`config.mk`:
```
export PLATFORM = sky130hd
export DESIGN_NAME = inst_encoder_flat
export DESIGN_NICKNAME = d
export VERILOG_FILES = /design/src/rtl/inst_enc_pkg.sv /design/src/rtl/inst_encoder_if.sv /design/src/rtl/inst_encoder_pack.sv /design/src/rtl/inst_encoder.sv /design/src/flat_wrapper.sv
export SDC_FILE = /design/constraint.sdc
export NUM_CORES = 1
export LEC_CHECK = 0
export ABC_CLOCK_PERIOD_IN_PS = 6600
export BUFFER_PORTS_ARGS = -buffer_cell sky130_fd_sc_hd__buf_4
export CELL_PAD_IN_SITES_DETAIL_PLACEMENT = 0
export CELL_PAD_IN_SITES_GLOBAL_PLACEMENT = 1
export CORE_ASPECT_RATIO = 0.5
export CORE_MARGIN = 5
export CORE_UTILIZATION = 30
export CTS_CLUSTER_SIZE = 40
export DETAILED_ROUTE_END_ITERATION = 10
export MAX_ROUTING_LAYER = met4
export PLACE_DENSITY_LB_ADDON = 0.1
export SYNTH_ARGS = -nofsm -noshare
export SYNTH_HDL_FRONTEND = slang
export SYNTH_SLANG_ARGS = --single-unit
```
`constraint.sdc`:
```
create_clock -name clk -period 6.6 [get_ports clk]
set_clock_uncertainty 0.1 [all_clocks]
set_input_delay 0.66 -clock clk [delete_from_list [all_inputs] [get_ports clk]]
set_output_delay 0.66 -clock clk [all_outputs]
set_load 0.01 [all_outputs]
```
`src/rtl/inst_enc_pkg.sv`:
```
`default_nettype none
// ============================================================================
//  Module      : inst_enc_pkg
//  Description : Shared definitions for the instruction encoder: format codes,
//                RV32I base opcodes, the decoded-field bundle and a helper
//                for signed immediate range tests.
//  Revision    : 1.0 - initial release
// ============================================================================
package inst_enc_pkg;

    // Instruction format codes carried on in_fmt. Codes 6 and 7 are invalid.
    localparam logic [2:0] FMT_R = 3'd0;
    localparam logic [2:0] FMT_I = 3'd1;
    localparam logic [2:0] FMT_S = 3'd2;
    localparam logic [2:0] FMT_B = 3'd3;
    localparam logic [2:0] FMT_U = 3'd4;
    localparam logic [2:0] FMT_J = 3'd5;

    // RV32I base opcodes.
    localparam logic [6:0] OPC_LOAD   = 7'b0000011;
    localparam logic [6:0] OPC_OP_IMM = 7'b0010011;
    localparam logic [6:0] OPC_AUIPC  = 7'b0010111;
    localparam logic [6:0] OPC_STORE  = 7'b0100011;
    localparam logic [6:0] OPC_OP     = 7'b0110011;
    localparam logic [6:0] OPC_LUI    = 7'b0110111;
    localparam logic [6:0] OPC_BRANCH = 7'b1100011;
    localparam logic [6:0] OPC_JALR   = 7'b1100111;
    localparam logic [6:0] OPC_JAL    = 7'b1101111;
    localparam logic [6:0] OPC_SYSTEM = 7'b1110011;

    // Decoded fields presented to the packer.
    typedef struct packed {
        logic [2:0]  fmt;
        logic [6:0]  opcode;
        logic [4:0]  rd;
        logic [4:0]  rs1;
        logic [4:0]  rs2;
        logic [2:0]  funct3;
        logic [6:0]  funct7;
        logic [31:0] imm;
    } inst_fields_t;

    // True when 'value' is representable as a 'width'-bit two's complement
    // number, i.e. every bit from width-1 upward equals the sign bit.
    function automatic logic fits_signed(input logic [31:0] value,
                                         input int unsigned width);
        logic [31:0] upper;
        upper = 32'($signed(value) >>> (width - 1));
        return (upper == '0) || (upper == '1);
    endfunction

endpackage
`default_nettype wire

```
`src/rtl/inst_encoder_if.sv`:
```
`default_nettype none
// ============================================================================
//  Module      : inst_encoder_if
//  Description : Handshake bundle of the instruction encoder.
//                Input side : in_valid/in_ready plus decoded fields
//                             (in_fmt, in_opcode, in_rd, in_rs1, in_rs2,
//                              in_funct3, in_funct7, in_imm).
//                Output side: out_valid/out_ready, out_inst, out_addr.
//                slave  = encoder view, master = producer/consumer view.
//  Revision    : 1.0 - initial release
// ============================================================================
interface inst_encoder_if #(
    parameter int ADDR_W = 32
) ();
    logic              in_valid;
    logic              in_ready;
    logic [2:0]        in_fmt;
    logic [6:0]        in_opcode;
    logic [4:0]        in_rd;
    logic [4:0]        in_rs1;
    logic [4:0]        in_rs2;
    logic [2:0]        in_funct3;
    logic [6:0]        in_funct7;
    logic [31:0]       in_imm;

    logic              out_valid;
    logic              out_ready;
    logic [31:0]       out_inst;
    logic [ADDR_W-1:0] out_addr;

    modport slave (
        input  in_valid, in_fmt, in_opcode, in_rd, in_rs1, in_rs2,
               in_funct3, in_funct7, in_imm, out_ready,
        output in_ready, out_valid, out_inst, out_addr
    );

    modport master (
        output in_valid, in_fmt, in_opcode, in_rd, in_rs1, in_rs2,
               in_funct3, in_funct7, in_imm, out_ready,
        input  in_ready, out_valid, out_inst, out_addr
    );
endinterface
`default_nettype wire

```
`src/rtl/inst_encoder_pack.sv`:
```
`default_nettype none
// ============================================================================
//  Module      : inst_pack
//  Description : Combinational field packer. Scatters the immediate per
//                format (inverse of an immediate generator) and flags inputs
//                that must be rejected.
//  Ports       : i_fields  decoded fields (inst_fields_t)
//                o_inst    packed 32-bit instruction word
//                o_reject  input must not produce a word
//  Build option: INST_ENC_RANGE_CHECK_EN - when defined, immediates that do
//                not fit their format are rejected; otherwise excess bits
//                are silently dropped and only format codes 6/7 reject.
//  Revision    : 1.0 - initial release
// ============================================================================
module inst_pack
    import inst_enc_pkg::*;
(
    input  inst_fields_t i_fields,
    output logic [31:0]  o_inst,
    output logic         o_reject
);

    logic [31:0] w_imm;
    logic        w_fmt_bad;
    logic        w_range_bad;

    assign w_imm = i_fields.imm;

    always_comb begin
        o_inst    = '0;
        w_fmt_bad = 1'b0;
        case (i_fields.fmt)
            FMT_R: o_inst = {i_fields.funct7, i_fields.rs2, i_fields.rs1,
                             i_fields.funct3, i_fields.rd, i_fields.opcode};
            FMT_I: o_inst = {w_imm[11:0], i_fields.rs1,
                             i_fields.funct3, i_fields.rd, i_fields.opcode};
            FMT_S: o_inst = {w_imm[11:5], i_fields.rs2, i_fields.rs1,
                             i_fields.funct3, w_imm[4:0], i_fields.opcode};
            FMT_B: o_inst = {w_imm[12], w_imm[10:5], i_fields.rs2,
                             i_fields.rs1, i_fields.funct3, w_imm[4:1],
                             w_imm[11], i_fields.opcode};
            FMT_U: o_inst = {w_imm[31:12], i_fields.rd, i_fields.opcode};
            FMT_J: o_inst = {w_imm[20], w_imm[10:1], w_imm[11],
                             w_imm[19:12], i_fields.rd, i_fields.opcode};
            default: w_fmt_bad = 1'b1;
        endcase
    end

`ifdef INST_ENC_RANGE_CHECK_EN
    // Branch and jump offsets are byte offsets to halfword-aligned targets,
    // so bit 0 must be clear as well as the value fitting the field.
    always_comb begin
        w_range_bad = 1'b0;
        case (i_fields.fmt)
            FMT_I, FMT_S: w_range_bad = !fits_signed(w_imm, 12);
            FMT_B:        w_range_bad = !fits_signed(w_imm, 13) || w_imm[0];
            FMT_J:        w_range_bad = !fits_signed(w_imm, 21) || w_imm[0];
            FMT_U:        w_range_bad = (w_imm[11:0] != 12'd0);
            default:      w_range_bad = 1'b0;
        endcase
    end
`else
    assign w_range_bad = 1'b0;
`endif

    assign o_reject = w_fmt_bad | w_range_bad;

endmodule
`default_nettype wire

```
`src/rtl/inst_encoder.sv`:
```
`default_nettype none
// ============================================================================
//  Module      : inst_encoder
//  Description : Packs decoded RISC-V fields into 32-bit instruction words and
//                streams them, each tagged with a sequential word address,
//                through a 2-entry output buffer (full throughput under
//                backpressure). Rejected inputs raise sticky error state.
//  Ports       : clk        rising-edge clock
//                reset      asynchronous active-low reset
//                restart    sync pulse: reload address, clear errors, drop
//                           buffered words
//                bus        inst_encoder_if.slave handshake bundle
//                err_range  sticky: an input was rejected
//                err_count  rejected-input count, saturates at 255
//  Build option: INST_ENC_RANGE_CHECK_EN (immediate range checking, see
//                inst_pack).
//  Revision    : 1.0 - initial release
// ============================================================================
module inst_encoder
    import inst_enc_pkg::*;
#(
    parameter int                ADDR_W    = 32,
    parameter logic [ADDR_W-1:0] BASE_ADDR = '0
) (
    input  wire logic       clk,
    input  wire logic       reset,
    input  wire logic       restart,
    inst_encoder_if.slave   bus,
    output logic            err_range,
    output logic [7:0]      err_count
);

    localparam logic [1:0] C_DEPTH = 2'd2;

    // Output buffer: two slots addressed by 1-bit read/write pointers.
    logic [31:0]       buf_inst_q [2];
    logic [31:0]       buf_inst_d [2];
    logic [ADDR_W-1:0] buf_addr_q [2];
    logic [ADDR_W-1:0] buf_addr_d [2];
    logic              rd_ptr_q, rd_ptr_d;
    logic              wr_ptr_q, wr_ptr_d;
    logic [1:0]        count_q, count_d;
    logic              in_ready_q, in_ready_d;
    logic [ADDR_W-1:0] next_addr_q, next_addr_d;
    logic              err_range_q, err_range_d;
    logic [7:0]        err_count_q, err_count_d;

    inst_fields_t      w_fields;
    logic [31:0]       w_inst;
    logic              w_reject;
    logic              w_accept;
    logic              w_push;
    logic              w_pop;

    always_comb begin
        w_fields        = '0;
        w_fields.fmt    = bus.in_fmt;
        w_fields.opcode = bus.in_opcode;
        w_fields.rd     = bus.in_rd;
        w_fields.rs1    = bus.in_rs1;
        w_fields.rs2    = bus.in_rs2;
        w_fields.funct3 = bus.in_funct3;
        w_fields.funct7 = bus.in_funct7;
        w_fields.imm    = bus.in_imm;
    end

    inst_pack u_pack (
        .i_fields (w_fields),
        .o_inst   (w_inst),
        .o_reject (w_reject)
    );

    // A rejected input still completes its handshake; it simply writes
    // nothing into the buffer and does not consume an address.
    assign w_accept = bus.in_valid & in_ready_q;
    assign w_push   = w_accept & ~w_reject;
    assign w_pop    = (count_q != 2'd0) & bus.out_ready;

    always_comb begin
        buf_inst_d  = buf_inst_q;
        buf_addr_d  = buf_addr_q;
        rd_ptr_d    = rd_ptr_q;
        wr_ptr_d    = wr_ptr_q;
        count_d     = count_q;
        next_addr_d = next_addr_q;
        err_range_d = err_range_q;
        err_count_d = err_count_q;

        if (restart) begin
            // Restart wins over any handshake in the same cycle.
            for (int i = 0; i < 2; i++) begin
                buf_inst_d[i] = '0;
                buf_addr_d[i] = BASE_ADDR;
            end
            rd_ptr_d    = 1'b0;
            wr_ptr_d    = 1'b0;
            count_d     = 2'd0;
            next_addr_d = BASE_ADDR;
            err_range_d = 1'b0;
            err_count_d = 8'd0;
        end else begin
            if (w_push) begin
                buf_inst_d[wr_ptr_q] = w_inst;
                buf_addr_d[wr_ptr_q] = next_addr_q;
                wr_ptr_d             = ~wr_ptr_q;
                next_addr_d          = next_addr_q + 1'b1;
            end
            if (w_pop) begin
                rd_ptr_d = ~rd_ptr_q;
            end
            case ({w_push, w_pop})
                2'b10:   count_d = count_q + 2'd1;
                2'b01:   count_d = count_q - 2'd1;
                default: count_d = count_q;
            endcase
            if (w_accept && w_reject) begin
                err_range_d = 1'b1;
                if (err_count_q != 8'hFF) begin
                    err_count_d = err_count_q + 8'd1;
                end
            end
        end

        // Registered ready: depends on the next occupancy, so out_ready
        // never reaches in_ready within the same cycle.
        in_ready_d = (count_d != C_DEPTH);
    end

    always_ff @(posedge clk or negedge reset) begin
        if (!reset) begin
            for (int i = 0; i < 2; i++) begin
                buf_inst_q[i] <= '0;
                buf_addr_q[i] <= BASE_ADDR;
            end
            rd_ptr_q    <= 1'b0;
            wr_ptr_q    <= 1'b0;
            count_q     <= 2'd0;
            in_ready_q  <= 1'b1;
            next_addr_q <= BASE_ADDR;
            err_range_q <= 1'b0;
            err_count_q <= 8'd0;
        end else begin
            buf_inst_q  <= buf_inst_d;
            buf_addr_q  <= buf_addr_d;
            rd_ptr_q    <= rd_ptr_d;
            wr_ptr_q    <= wr_ptr_d;
            count_q     <= count_d;
            in_ready_q  <= in_ready_d;
            next_addr_q <= next_addr_d;
            err_range_q <= err_range_d;
            err_count_q <= err_count_d;
        end
    end

    assign bus.in_ready  = in_ready_q;
    assign bus.out_valid = (count_q != 2'd0);
    assign bus.out_inst  = buf_inst_q[rd_ptr_q];
    assign bus.out_addr  = buf_addr_q[rd_ptr_q];
    assign err_range     = err_range_q;
    assign err_count     = err_count_q;

endmodule
`default_nettype wire

```
`src/flat_wrapper.sv`:
```
// flat-port wrapper written by rule: the top's interface ports become plain ports
module inst_encoder_flat import inst_enc_pkg::*;
#(
    parameter int                ADDR_W    = 32,
    parameter logic [ADDR_W-1:0] BASE_ADDR = '0
)
  (clk, reset, restart, err_range, err_count, bus_in_valid, bus_in_fmt, bus_in_opcode, bus_in_rd, bus_in_rs1, bus_in_rs2, bus_in_funct3, bus_in_funct7, bus_in_imm, bus_out_ready, bus_in_ready, bus_out_valid, bus_out_inst, bus_out_addr);
  inst_encoder_if #(.ADDR_W(ADDR_W)) bus_i ();
  input  wire logic clk;
  input  wire logic reset;
  input  wire logic restart;
  output logic err_range;
  output logic [7:0] err_count;
  input wire logic [$bits(bus_i.in_valid)-1:0] bus_in_valid;
  input wire logic [$bits(bus_i.in_fmt)-1:0] bus_in_fmt;
  input wire logic [$bits(bus_i.in_opcode)-1:0] bus_in_opcode;
  input wire logic [$bits(bus_i.in_rd)-1:0] bus_in_rd;
  input wire logic [$bits(bus_i.in_rs1)-1:0] bus_in_rs1;
  input wire logic [$bits(bus_i.in_rs2)-1:0] bus_in_rs2;
  input wire logic [$bits(bus_i.in_funct3)-1:0] bus_in_funct3;
  input wire logic [$bits(bus_i.in_funct7)-1:0] bus_in_funct7;
  input wire logic [$bits(bus_i.in_imm)-1:0] bus_in_imm;
  input wire logic [$bits(bus_i.out_ready)-1:0] bus_out_ready;
  output wire logic [$bits(bus_i.in_ready)-1:0] bus_in_ready;
  output wire logic [$bits(bus_i.out_valid)-1:0] bus_out_valid;
  output wire logic [$bits(bus_i.out_inst)-1:0] bus_out_inst;
  output wire logic [$bits(bus_i.out_addr)-1:0] bus_out_addr;
  assign bus_i.in_valid = bus_in_valid;
  assign bus_i.in_fmt = bus_in_fmt;
  assign bus_i.in_opcode = bus_in_opcode;
  assign bus_i.in_rd = bus_in_rd;
  assign bus_i.in_rs1 = bus_in_rs1;
  assign bus_i.in_rs2 = bus_in_rs2;
  assign bus_i.in_funct3 = bus_in_funct3;
  assign bus_i.in_funct7 = bus_in_funct7;
  assign bus_i.in_imm = bus_in_imm;
  assign bus_i.out_ready = bus_out_ready;
  assign bus_in_ready = bus_i.in_ready;
  assign bus_out_valid = bus_i.out_valid;
  assign bus_out_inst = bus_i.out_inst;
  assign bus_out_addr = bus_i.out_addr;
  inst_encoder #(.ADDR_W(ADDR_W), .BASE_ADDR(BASE_ADDR)) u_core (.clk(clk), .reset(reset), .restart(restart), .bus(bus_i), .err_range(err_range), .err_count(err_count));
endmodule
```
After elaboration in Yosys (flattened, before gate mapping)
Index checks and enable logic that the tools add are counted.
Widths: inputs -> output; s select.
{"block": "word_totals", "regBits": 174, "latchBits": 0, "ram_bits": 0, "romBits": 0, "output_inout_bits": 75, "mem_count": 0}
{"block": "op_classes", "add_sub_neg": 4, "multipliers": 0, "n_div": 0, "order_cmp": 3, "n_eq_ne": 9, "shifts": 0, "muxes": 29, "n_bitwise": 7, "reduce_logical": 10}
{"cell": "$mux 32", "count": 9}
{"cell": "$mux 64", "count": 4}
{"cell": "$pmux 32 s6", "count": 1}
{"cell": "$bwmux 64", "count": 2}
{"cell": "$add 32x1->32 const B", "count": 1}
{"cell": "$demux 32 s1", "count": 1}
{"cell": "$mux 8", "count": 3}
{"cell": "$reduce_bool 2->1", "count": 5}
{"cell": "$add 8x1->8 const B", "count": 1}
{"cell": "$ne 8x8->1 const B", "count": 1}
{"cell": "$mux 1", "count": 7}
{"cell": "$eq 3x2->1 const B", "count": 2}
{"cell": "$eq 3x3->1 const B", "count": 2}
{"cell": "$reduce_or 6->1", "count": 1}
{"cell": "$ge 2x2->1 const B", "count": 2}
{"cell": "$not 1->2", "count": 2}
{"cell": "$pmux 2 s2", "count": 1}
{"cell": "$and 1x1->1", "count": 3}
{"cell": "$eq 3x1->1 const B", "count": 1}
{"cell": "$logic_not 3->1", "count": 1}
{"cell": "$add 2x1->2 const B", "count": 1}
{"cell": "$eq 2x1->1 const B", "count": 1}
{"cell": "$eq 2x2->1 const B", "count": 1}
{"cell": "$logic_and 1x1->1", "count": 2}
{"cell": "6 further kinds", "count": 7}

Depth between registers and ports, before layout
Gate-level depths: netlist of the first run.
{"block": "depth", "ltp_word": 8, "ltp_mapped": 9, "depth_no_buf": 8}

Cells and area by module
A second synthesis of the first run with hierarchy kept.
{"block": "hier_totals", "hier_cells": 702, "area_unflattened_um2": 8187.9}
{"mod": "inst_encoder", "instances": 1, "cells_per_inst": 606, "area_per_inst_um2": 7571.0}
{"mod": "inst_pack", "instances": 1, "cells_per_inst": 96, "area_per_inst_um2": 616.8}

Worst setup path before layout of the first run
OpenSTA, ideal clock, no wires.
{"block": "synth_path", "kind": "input-to-reg", "from": "input port bus_in_fmt[1]", "to": "register u_core.next_addr_q[31]", "setup_time_ps": 78, "arrival_ps": 2332, "t_required_ps": 6422, "path_slack_ps": 4090, "path_stages": 7, "path_buffers": 2, "path_cell_list": "buf_2 nand2_2 a31oi_1 or4b_1 clkbuf_1 or4_1 a21oi_1"}
{"block": "synth_between", "elab_chain_len": 4, "word_cells_on_any_way": 9, "classes_between": "eq/ne: 5; bitwise: 1; reduce/logical: 3"}
{"element": "from (decl)", "line": "flat_wrapper.sv:15", "text": "input wire logic [$bits(bus_i.in_fmt)-1:0] bus_in_fmt;"}
{"element": "$eq 3x3->1 (tied with other cells)", "line": "inst_encoder_pack.sv:32", "text": "case (i_fields.fmt)"}
{"element": "$reduce_or 6->1 (no line) *"}
{"element": "$and 1x1->1 *", "line": "inst_encoder.sv:76", "text": "assign w_push = w_accept & ~w_reject;"}
{"element": "$reduce_bool 2->1 (no line) *"}
{"element": "to (signal assigned)", "line": "inst_encoder.sv:149", "text": "next_addr_q <= next_addr_d;"}
{"element": "to (decl)", "line": "inst_encoder.sv:44", "text": "logic [ADDR_W-1:0] next_addr_q, next_addr_d;"}
Mark *: on every way between the ends. The rest lies on a longest branch, timed or not.
A chain may end at the register's enable or synchronous reset.

Final worst setup path of the first run
{"block": "layout_path", "from": "register u_core.rd_ptr_q", "to": "output port bus_out_inst[12]"}
{"block": "layout_between", "elab_chain_len": 4}
{"element": "from (decl)", "line": "inst_encoder.sv:40", "text": "logic rd_ptr_q, rd_ptr_d;"}
{"element": "from (signal assigned)", "line": "inst_encoder.sv:145", "text": "rd_ptr_q <= rd_ptr_d;"}
{"element": "$not 1->2 (implied by the code)", "line": "inst_encoder.sv:157", "text": "assign bus.out_inst = buf_inst_q[rd_ptr_q];"}
{"element": "$mux 32 (implied by the code) (3 in a row)", "line": "inst_encoder.sv:157"}
{"element": "to (decl)", "line": "flat_wrapper.sv:26", "text": "output wire logic [$bits(bus_i.out_inst)-1:0] bus_out_inst;"}
No other way between the ends. The select of a mux whose other input is x is not followed.

==> out/results.txt, run 1 <==
outcome: finished clean
Core Region: 26400 um^2
post-route insts no fill: 1194
Final Setup Violations: 0
Initial Util: 0.304
DRT iter0 DRCs: 286
drt drc: 0
top cells by count, synth: 173 x dfrtp_1, 71 x a22o_1, 67 x mux2_2
number of synthesized flops with an enable pin: 0
fmax: 302 MHz
total CTS buffers: 17
Unique masters post-synth: 45
RSZ-0062 raised after global routing: no
largest net degree at the start of global routing: 88
drt wl/cell: 19.8 um
GRT overflow: 0
Max-slew headroom: 0.284
ys flop type: dfrtp_1
Final WS setup: 3290 ps
Async SR Flop Fraction: 1.00
Std-Cell Rows: 42
I/O Buffers: 146
Avg Synthesized Cell Area: 11.3 um^2
WS Path Type: reg2out
Placed Cells: 1162
clock root cell: clkbuf_16
cell with the most instances after synthesis: dfrtp_1
hold-fix buffer count after cts: 0
post-DR vias/cell: 5.16
clk sinks: 174
global-route wire length before repair: 37.9 mm
#FFs+latches synth: 174
All-Layer GR Usage: 0.163
leakage power: 0.00458 uW
WL final: 23.7 mm
cell taking the most area after synthesis: dfrtp_1
Clock Latency Late Sink: 450 ps
peak supply drop: 186 uV
reg-to-reg slack, setup: 3670 ps
antenna violations before repair: 1
Slew Limit Fails: 0
max-cap viol count: 0
Setup WS pre-CTS: 3190 ps
cell count after synthesis: 709
Mapped Area: 8040 um^2
WP data arrival: 2550 ps
DIE HEIGHT: 126 um
Post-CTS Setup Bufs: 0
Final Cycle Share: 0.502
Synth Net Count: 784
HP Class: in2async
Layout area overhead: 25.0%
post-route setup TNS: 0 ps
pwr/cell area: 263 nW/um^2
critical path launch point type: register
Vias: 6156
Yosys top cell area share: 0.538
CTS tree: yes
Ports: 147
Crit path required time: 5840 ps
clk buf depth: 2
Synth area leaders: dfrtp_1 54%, mux2_2 9.4%, a22o_1 7.7%
Die X: 242 um
worst slew pin tran: 1060 ps
crit end category: output port
crit path time final: 3310 ps
worst-path fanout max: 38
# diodes: 0
Final Hold Fails: 0
share of post-route cells with drive strength above 1: 0.315
Nets: 904
DR pass1 iterations: 4
register area share after synthesis: 0.542
vias in the first global route: 6514
Resized cells post-CTS: 0
Ys Warns: 0
FF-to-FF path depth: 6
Placer Congestion: 0.775
HPWL Detailed: 15.7 mm
number of H-tree levels: 4
die area: 30400 um^2
Clock transition at path regs: 60 ps
post-route antenna net violation count: 0
-- report_power, final --
part	total (uW)	internal, uW	switching [uW]
combinational	446	194	252
clock	1020	580	445
sequential	1170	1110	61.3
-- metal layers --
metal / vias to the layer above / share of wire / global-route usage
li1: 2862 / - / -
met1: 3174 / 0.49 / 0.222
met2: 103 / 0.46 / 0.248
met3: 17 / 0.037 / 0.0313
met4: 0 / 0.013 / 0.0520
met5: - / 0 / -
-- worst paths after layout --
check	start	to
max in group asynchronous	reset	u_core.rd_ptr_q
min in group clk	bus_in_opcode[3]	u_core.buf_inst_q[35]
min reg2reg	u_core.buf_inst_q[11]	u_core.buf_inst_q[11]
max	u_core.rd_ptr_q	bus_out_inst[12]
min	reset	u_core.buf_addr_q[47]
max reg2reg	u_core.bus.in_ready	u_core.buf_inst_q[39]
-- critical path, stage by stage, from the launching register on --
cell and delay, ps:
dfrtp_2 870, buf_4 620, mux2_2 440, buf_4 150
-- stage by stage --
| step | instance area, um^2 | hold WS (ps) | util | power [uW] |
|---|---|---|---|---|
| 2_1_floorplan | 8040 | 264 | - | 1430 |
| 3_3_place_gp | 9460 | 357 | 0.358 | 1650 |
| 3_5_place_dp | 9460 | 365 | 0.358 | 1650 |
| 4_1_cts | 10100 | 213 | 0.380 | 2680 |
| 5_1_grt | 10100 | 255 | 0.380 | 2760 |
| 6_report | 10100 | 158 | 0.380 | 2640 |
-- cell type report --
cell class | instances | area [um^2]
inverters | 7 | 26.3
repair buffers | 154 | 1160
multi-input cells | 475 | 3480
flip-flops and latches | 174 | 4360
clock inverters | 12 | 138
fillers | 2618 | 16400
clock buffers | 20 | 457
well taps | 352 | 440
-- sequential cells by signal, summed over array words and instances, names as in the netlist, 2 cells and up --
signal              flops
u_core.count_q          2
u_core.err_count        8
u_core.buf_addr_q      64
u_core.next_addr_q     32
u_core.buf_inst_q      64
-- cell usage in the layout (no fill, tap or decap), drive strengths merged, types with 3 or more instances in the layout --
master	instances
and3	3
nor2	45
nor2b	10
inv	8
nand2	46
a32o	7
or3	12
a22o	71
and2	3
ha	3
or4	3
a21oi	27
nor4	7
nor4b	3
and4	5
mux2	67
clkbuf	20
o2bb2ai	23
nand3	7
mux2i	3
o22a	6
buf	154
clkinv	7
nand4	14
o21ai	41
a22oi	21
xor2	11
xnor2	21
dfrtp	173
nor3	7
-- cells by family after synthesis --
group           synth area share
mux                       0.0975
flops                      0.542
buf+inv                   0.0292
xor+xnor                  0.0348
simple gates               0.108
compound gates             0.184
fa+ha+maj                0.00467
Power figures use the tool's default switching activity.
==> run 2, diff against run 1 <==
- ABC_CLOCK_PERIOD_IN_PS: 6600 -> 2900
- clock period: 6.6 -> 2.9 ns (I/O delays scaled with it)
==> run 2 against run 1 <==
Effect of this change: critical path depth grew 2; die area stayed put; sequential cell count did not move; register-to-register slack worse by 3100 ps; worst hold slack got worse by 130 ps; cell count grew 1.7%; via count increased by 1.1%; design area is 2.3% higher; largest cell class unchanged.
==> out/results.txt, run 2 (synthesized netlist as in run 1, its figures left out) <==
Layout area overhead: 27.8% (was 25.0%)
peak supply drop: 467 uV (was 186 uV)
Slew Limit Fails: 0 (unchanged)
largest net degree at the start of global routing: 69 (was 88)
Setup WS pre-CTS: 515 ps (was 3190 ps)
Final Cycle Share: 0.816
worst slew pin tran: 1020 ps (was 1060 ps)
post-layout util: 0.389 (was 0.380)
worst-path fanout max: 8 (was 38)
max-cap viol count: 0 (unchanged)
Placer Congestion: 0.758 (was 0.775)
Vias: 6224 (was 6156)
Crit path required time: 3160 ps (was 5840 ps)
Pint: 4390 uW (was 1890 uW)
Resized cells post-CTS: 0 (unchanged)
vias in the first global route: 6577 (was 6514)
Std-Cell Rows: 42 (unchanged)
Clock transition at path regs: 70 ps (was 60 ps)
Die X: 242 um (unchanged)
HP Class: in2reg (was in2async)
slowest stage cell, crit path: or4b_1 (was dfrtp_2)
Logic pwr share: 0.186 (was 0.169)
outcome: finished clean (unchanged)
critical path launch point type: register (unchanged)
sw frac: 0.283 (was 0.287)
HPWL Detailed: 16.1 mm (was 15.7 mm)
share of post-route cells with drive strength above 1: 0.324 (was 0.315)
DRT iter0 DRCs: 359 (was 286)
drt drc: 0 (unchanged)
crit end category: register (was output port)
CTS tree: yes (unchanged)
global-route wire length before repair: 38.7 mm (was 37.9 mm)
total power: 6110 uW (was 2640 uW)
WP data arrival: 2630 ps (was 2550 ps)
GRT overflow: 0 (unchanged)
Clock Power Share: 0.388 (about the same)
Ports: 147 (unchanged)
clk sinks: 174 (unchanged)
WS Path Type: reg2reg (was reg2out)
hold-fix buffer count after cts: 6 (was 0)
antenna violations before repair: 0 (was 1)
post-route setup TNS: 0 ps (unchanged)
Max-slew headroom: 0.322 (was 0.284)
# diodes: 0 (unchanged)
Nets: 924 (was 904)
post-route antenna net violation count: 0 (unchanged)
Final Setup Violations: 0 (unchanged)
Final Hold Fails: 0 (unchanged)
most frequent cells in the layout: 172 x dfrtp_1, 163 x buf_4, 71 x a22o_1 (was 172 x dfrtp_1, 153 x buf_4, 71 x a22o_1)
fmax: 423 MHz
I/O Buffers: 146 (unchanged)
commonest non-fill, non-tap cell in the layout: dfrtp_1 (unchanged)
number of H-tree levels: 4 (unchanged)
Initial Util: 0.304 (unchanged)
leakage power: 0.00469 uW (was 0.00458 uW)
crit path time final: 2370 ps
Switching Power: 1730 uW (was 759 uW)
Top Registers: u_core.buf_addr_q: 64 flops, u_core.buf_inst_q: 64 flops, u_core.next_addr_q: 32 flops (unchanged)
drt wl/cell: 19.8 um (about the same)
Reg power frac: 0.426 (was 0.444)
RSZ-0062 raised after global routing: no (unchanged)
Post-CTS Setup Bufs: 0 (unchanged)
pwr/cell area: 595 nW/um^2 (was 263 nW/um^2)
DIE HEIGHT: 126 um (unchanged)
Core Region: 26400 um^2 (unchanged)
Clock Latency Late Sink: 430 ps (was 450 ps)
CP cell instances: nand4_1 -> nor4_1 -> or4b_1 -> or4_1 -> a21oi_1 (was buf_4 -> mux2_2 -> buf_4)
WL final: 24.0 mm (was 23.7 mm)
DR pass1 iterations: 4 (unchanged)
total CTS buffers: 17 (unchanged)
CP max stage delay: 600 ps (was 870 ps)
die area: 30400 um^2 (unchanged)
All-Layer GR Usage: 0.164 (was 0.163)
clk buf depth: 2 (unchanged)
clock root cell: clkbuf_16 (unchanged)
post-DR vias/cell: 5.13 (was 5.16)
Final WS setup: 534 ps (was 3290 ps)
## run 2: worst max-delay path, delay by kind of cell (launching register included)
family / cells / cell delay [ps]
AO/OA/AOI/OAI: 1 / 150
AND/OR/NAND/NOR: 4 / 1590
flip-flops: 1 / 450
## run 2: power groups by stage
| stage | clock (uW) | combinational [uW] | sequential, uW |
|---|---|---|---|
| 6_report | 2370 | 1140 | 2600 |
| 5_1_grt | 2530 | 1230 | 2620 |
| 4_1_cts | 2430 | 1160 | 2600 |
| 3_5_place_dp | 0 | 1150 | 2650 |
| 3_3_place_gp | 0 | 1150 | 2650 |
| 2_1_floorplan | 0 | 638 | 2630 |
## run 2: cell type report
cell class	count	area (um^2)
inverters	7	26.3
well taps	352	440
multi-input cells	475	3480
clock inverters	13	163
flip-flops and latches	174	4360
fillers	2608	16200
clock buffers	19	443
repair buffers	174	1380
## run 2: path summary, 6_finish.rpt
check                                 startpoint                endpoint  slack [ps]  cells after the start
setup / recovery           u_core.next_addr_q[9]  u_core.next_addr_q[31]         530                      5
hold / removal                  bus_in_opcode[1]   u_core.buf_inst_q[33]          30                      2
setup reg to reg           u_core.next_addr_q[9]  u_core.next_addr_q[31]         530                      5
hold reg to reg            u_core.buf_addr_q[28]   u_core.buf_addr_q[28]         370                      2
max in group asynchronous                  reset     u_core.bus.in_ready        1580                      3
min in group asynchronous                  reset   u_core.buf_addr_q[47]         340                      2
## run 2: per-stage QoR
stage | instance area [um^2] | hold slack [ps] | instances
after floorplan | 8040 | -106 | 709
after global placement | 9610 | 256 | 1176
after detailed placement | 9610 | 252 | 1176
after CTS | 10300 | 6.04 | 1214
after global routing | 10300 | 9.94 | 1214
final | 10300 | 29.1 | 1214
## run 2: routing by layer
layer / track usage / share of wire / up-vias
met2: 0.259 / 0.47 / 99
li1: - / - / 2908
met3: 0.0309 / 0.035 / 21
met1: 0.220 / 0.48 / 3196
met4: 0.0446 / 0.013 / 0
met5: - / 0 / -
==> run 3, diff against run 2 <==
- ABC_CLOCK_PERIOD_IN_PS: 2900 -> 2200
- clock period: 2.9 -> 2.2 ns (I/O delays scaled with it)
==> run 3 against run 2 <==
Effect of this change: the flow now finishes with violations (setup timing); critical path depth grew 1; fmax is 6.2% higher; sequential power increased by 32%; first-iteration DRC count up 2.2%; clock power up 30%; sequential share of layout area is 2.3 points lower; clock-buffer cell count up 8; power up 33%; sequential cell count did not move; design area up 5.7%; register-to-register slack got worse by 560 ps; via count up 3.2%.
==> out/results.txt, run 3 (synthesized netlist as in run 1, its figures left out) <==
outcome: finished with violations (was finished clean)
failing checks: setup timing
Pint: 5910 uW (was 4390 uW)
drt drc: 0 (unchanged)
most frequent cells in the layout: 199 x buf_4, 172 x dfrtp_1, 71 x a22o_1 (was 172 x dfrtp_1, 163 x buf_4, 71 x a22o_1)
Vias: 6422 (was 6224)
hold_sp: bus_in_imm[1] (was bus_in_opcode[1])
fmax: 449 MHz (was 423 MHz)
reg-to-reg slack, setup: -30 ps (was 530 ps)
Ports: 147 (unchanged)
HPWL Detailed: 16.3 mm (was 16.1 mm)
I/O Buffers: 146 (unchanged)
crit path time final: 2230 ps (was 2370 ps)
die area: 30400 um^2 (unchanged)
CTS tree: yes (unchanged)
vias in the first global route: 6755 (was 6577)
clock root cell: clkbuf_16 (unchanged)
DIE HEIGHT: 126 um (unchanged)
Reg power frac: 0.421 (was 0.426)
Setup crit end: u_core.next_addr_q[24] (was u_core.next_addr_q[31])
Core Region: 26400 um^2 (unchanged)
Multi-input gate area: 3550 um^2 (was 3480 um^2)
RR Startpoint: u_core.next_addr_q[12] (was u_core.next_addr_q[9])
clk buf depth: 2 (unchanged)
post-route antenna net violation count: 0 (unchanged)
Initial Util: 0.304 (unchanged)
Top Registers: u_core.buf_addr_q: 64 flops, u_core.buf_inst_q: 64 flops, u_core.next_addr_q: 32 flops (unchanged)
WP data arrival: 2490 ps (was 2630 ps)
peak supply drop: 564 uV (was 467 uV)
worst-path fanout max: 5 (was 8)
Nets: 980 (was 924)
GRT overflow: 0 (unchanged)
pwr/cell area: 749 nW/um^2 (was 595 nW/um^2)
antenna violations before repair: 0 (unchanged)
number of H-tree levels: 4 (unchanged)
WS Path Type: reg2reg (unchanged)
global-route wire length before repair: 39.1 mm (was 38.7 mm)
Layout area overhead: 35.1% (was 27.8%)
clk sinks: 174 (unchanged)
sw frac: 0.274 (was 0.283)
Worst R2R End: u_core.next_addr_q[24] (was u_core.next_addr_q[31])
# diodes: 0 (unchanged)
Clock Power Share: 0.380 (was 0.388)
Setup WS pre-CTS: -5.65 ps (was 515 ps)
max-cap viol count: 0 (unchanged)
Placer Congestion: 0.745 (was 0.758)
worst slew pin tran: 641 ps (was 1020 ps)
commonest non-fill, non-tap cell in the layout: buf_4 (was dfrtp_1)
post-layout util: 0.411 (was 0.389)
Register Area: 4360 um^2 (unchanged)
Std-Cell Rows: 42 (unchanged)
worst setup path startpoint: u_core.next_addr_q[12] (was u_core.next_addr_q[9])
post-DR vias/cell: 5.06 (was 5.13)
Max-slew headroom: 0.572 (was 0.322)
Logic pwr share: 0.199 (was 0.186)
Final WS setup: -28.5 ps (was 534 ps)
DRT iter0 DRCs: 367 (was 359)
drt wl/cell: 19.0 um (was 19.8 um)
HP Class: in2reg (unchanged)
All-Layer GR Usage: 0.166 (was 0.164)
Final Hold Fails: 0 (unchanged)
DR pass1 iterations: 4 (unchanged)
largest net degree at the start of global routing: 53 (was 69)
WL final: 24.2 mm (was 24.0 mm)
Die X: 242 um (unchanged)
Slew Limit Fails: 0 (unchanged)
FF-to-FF path depth: 6 (was 5)
total CTS buffers: 17 (unchanged)
Switching Power: 2230 uW (was 1730 uW)
Final Cycle Share: 1.01 (was 0.816)
critical path launch point type: register (unchanged)
Final Setup Violations: 2 (was 0)
Clock Latency Late Sink: 440 ps (was 430 ps)
crit end category: register (unchanged)
Clock transition at path regs: 60 ps (was 70 ps)
Crit path required time: 2460 ps (was 3160 ps)
leakage power: 0.00501 uW (was 0.00469 uW)
RSZ-0062 raised after global routing: yes (was no)
Filler cells: 2557 (was 2608)
share of post-route cells with drive strength above 1: 0.356 (was 0.324)
run 3: cell type report:
type / instances / share of cell area
clock buffers: 27 / 0.0481
clock inverters: 5 / 0.00714
inverters: 7 / 0.00265
multi-input cells: 475 / 0.327
flip-flops and latches: 174 / 0.401
well taps: 352 / 0.0405
repair buffers: 230 / 0.174
run 3: power groups by stage:
stage / combinational (uW) / clock [uW] / sequential (uW)
after floorplan: 841 / 0 / 3460
after global placement: 1590 / 0 / 3480
after detailed placement: 1600 / 0 / 3490
after CTS: 1630 / 3180 / 3430
after global routing: 1760 / 3310 / 3440
final: 1620 / 3090 / 3430
run 3: stage by stage:
step / power (uW) / hold slack [ps] / instance area, um^2 / TNS, ps / cells
floorplan: 4300 / -176 / 8040 / 0 / 709
global placement: 5070 / 116 / 9930 / 0 / 1211
detailed placement: 5090 / 116 / 9930 / -5.65 / 1211
CTS: 8240 / 1.10 / 10800 / 0 / 1265
global route: 8510 / 22.2 / 10900 / -262 / 1270
finish: 8140 / 28.4 / 10900 / -40.5 / 1270
run 3: layer usage:
| metal | global-route usage | up-vias | wire length (um) |
|---|---|---|---|
| met5 | - | - | 0 |
| met4 | 0.0416 | 0 | 240 |
| met3 | 0.0377 | 13 | 751 |
| met2 | 0.266 | 96 | 11700 |
| met1 | 0.217 | 3285 | 11500 |
| li1 | - | 3028 | - |
run 3: worst max-delay path: stages, from the launching register on:
cell     delay (ps)
dfrtp_1         360
nand4_1         130
buf_4           170
or3_4           360
or4_4           570
or3_4           340
a21oi_2         120
run 3: how the worst min path moves through the flow:
stage,to,cells after the start
3_5_place_dp,u_core.buf_addr_q[48],1
2_1_floorplan,u_core.buf_addr_q[0],0
5_1_grt,u_core.buf_inst_q[40],3
4_1_cts,u_core.buf_inst_q[40],3
3_3_place_gp,u_core.buf_addr_q[47],1
6_report,u_core.buf_inst_q[40],3
run 3: what timing repair did:
action                                  4_1_cts  5_1_grt
endpoints found under the hold margin        83        0
hold buffers                                 22        0
endpoints found under the setup margin        2       12
pin swaps                                     0        7
buffers inserted                              0        5
resized for setup                             2       12
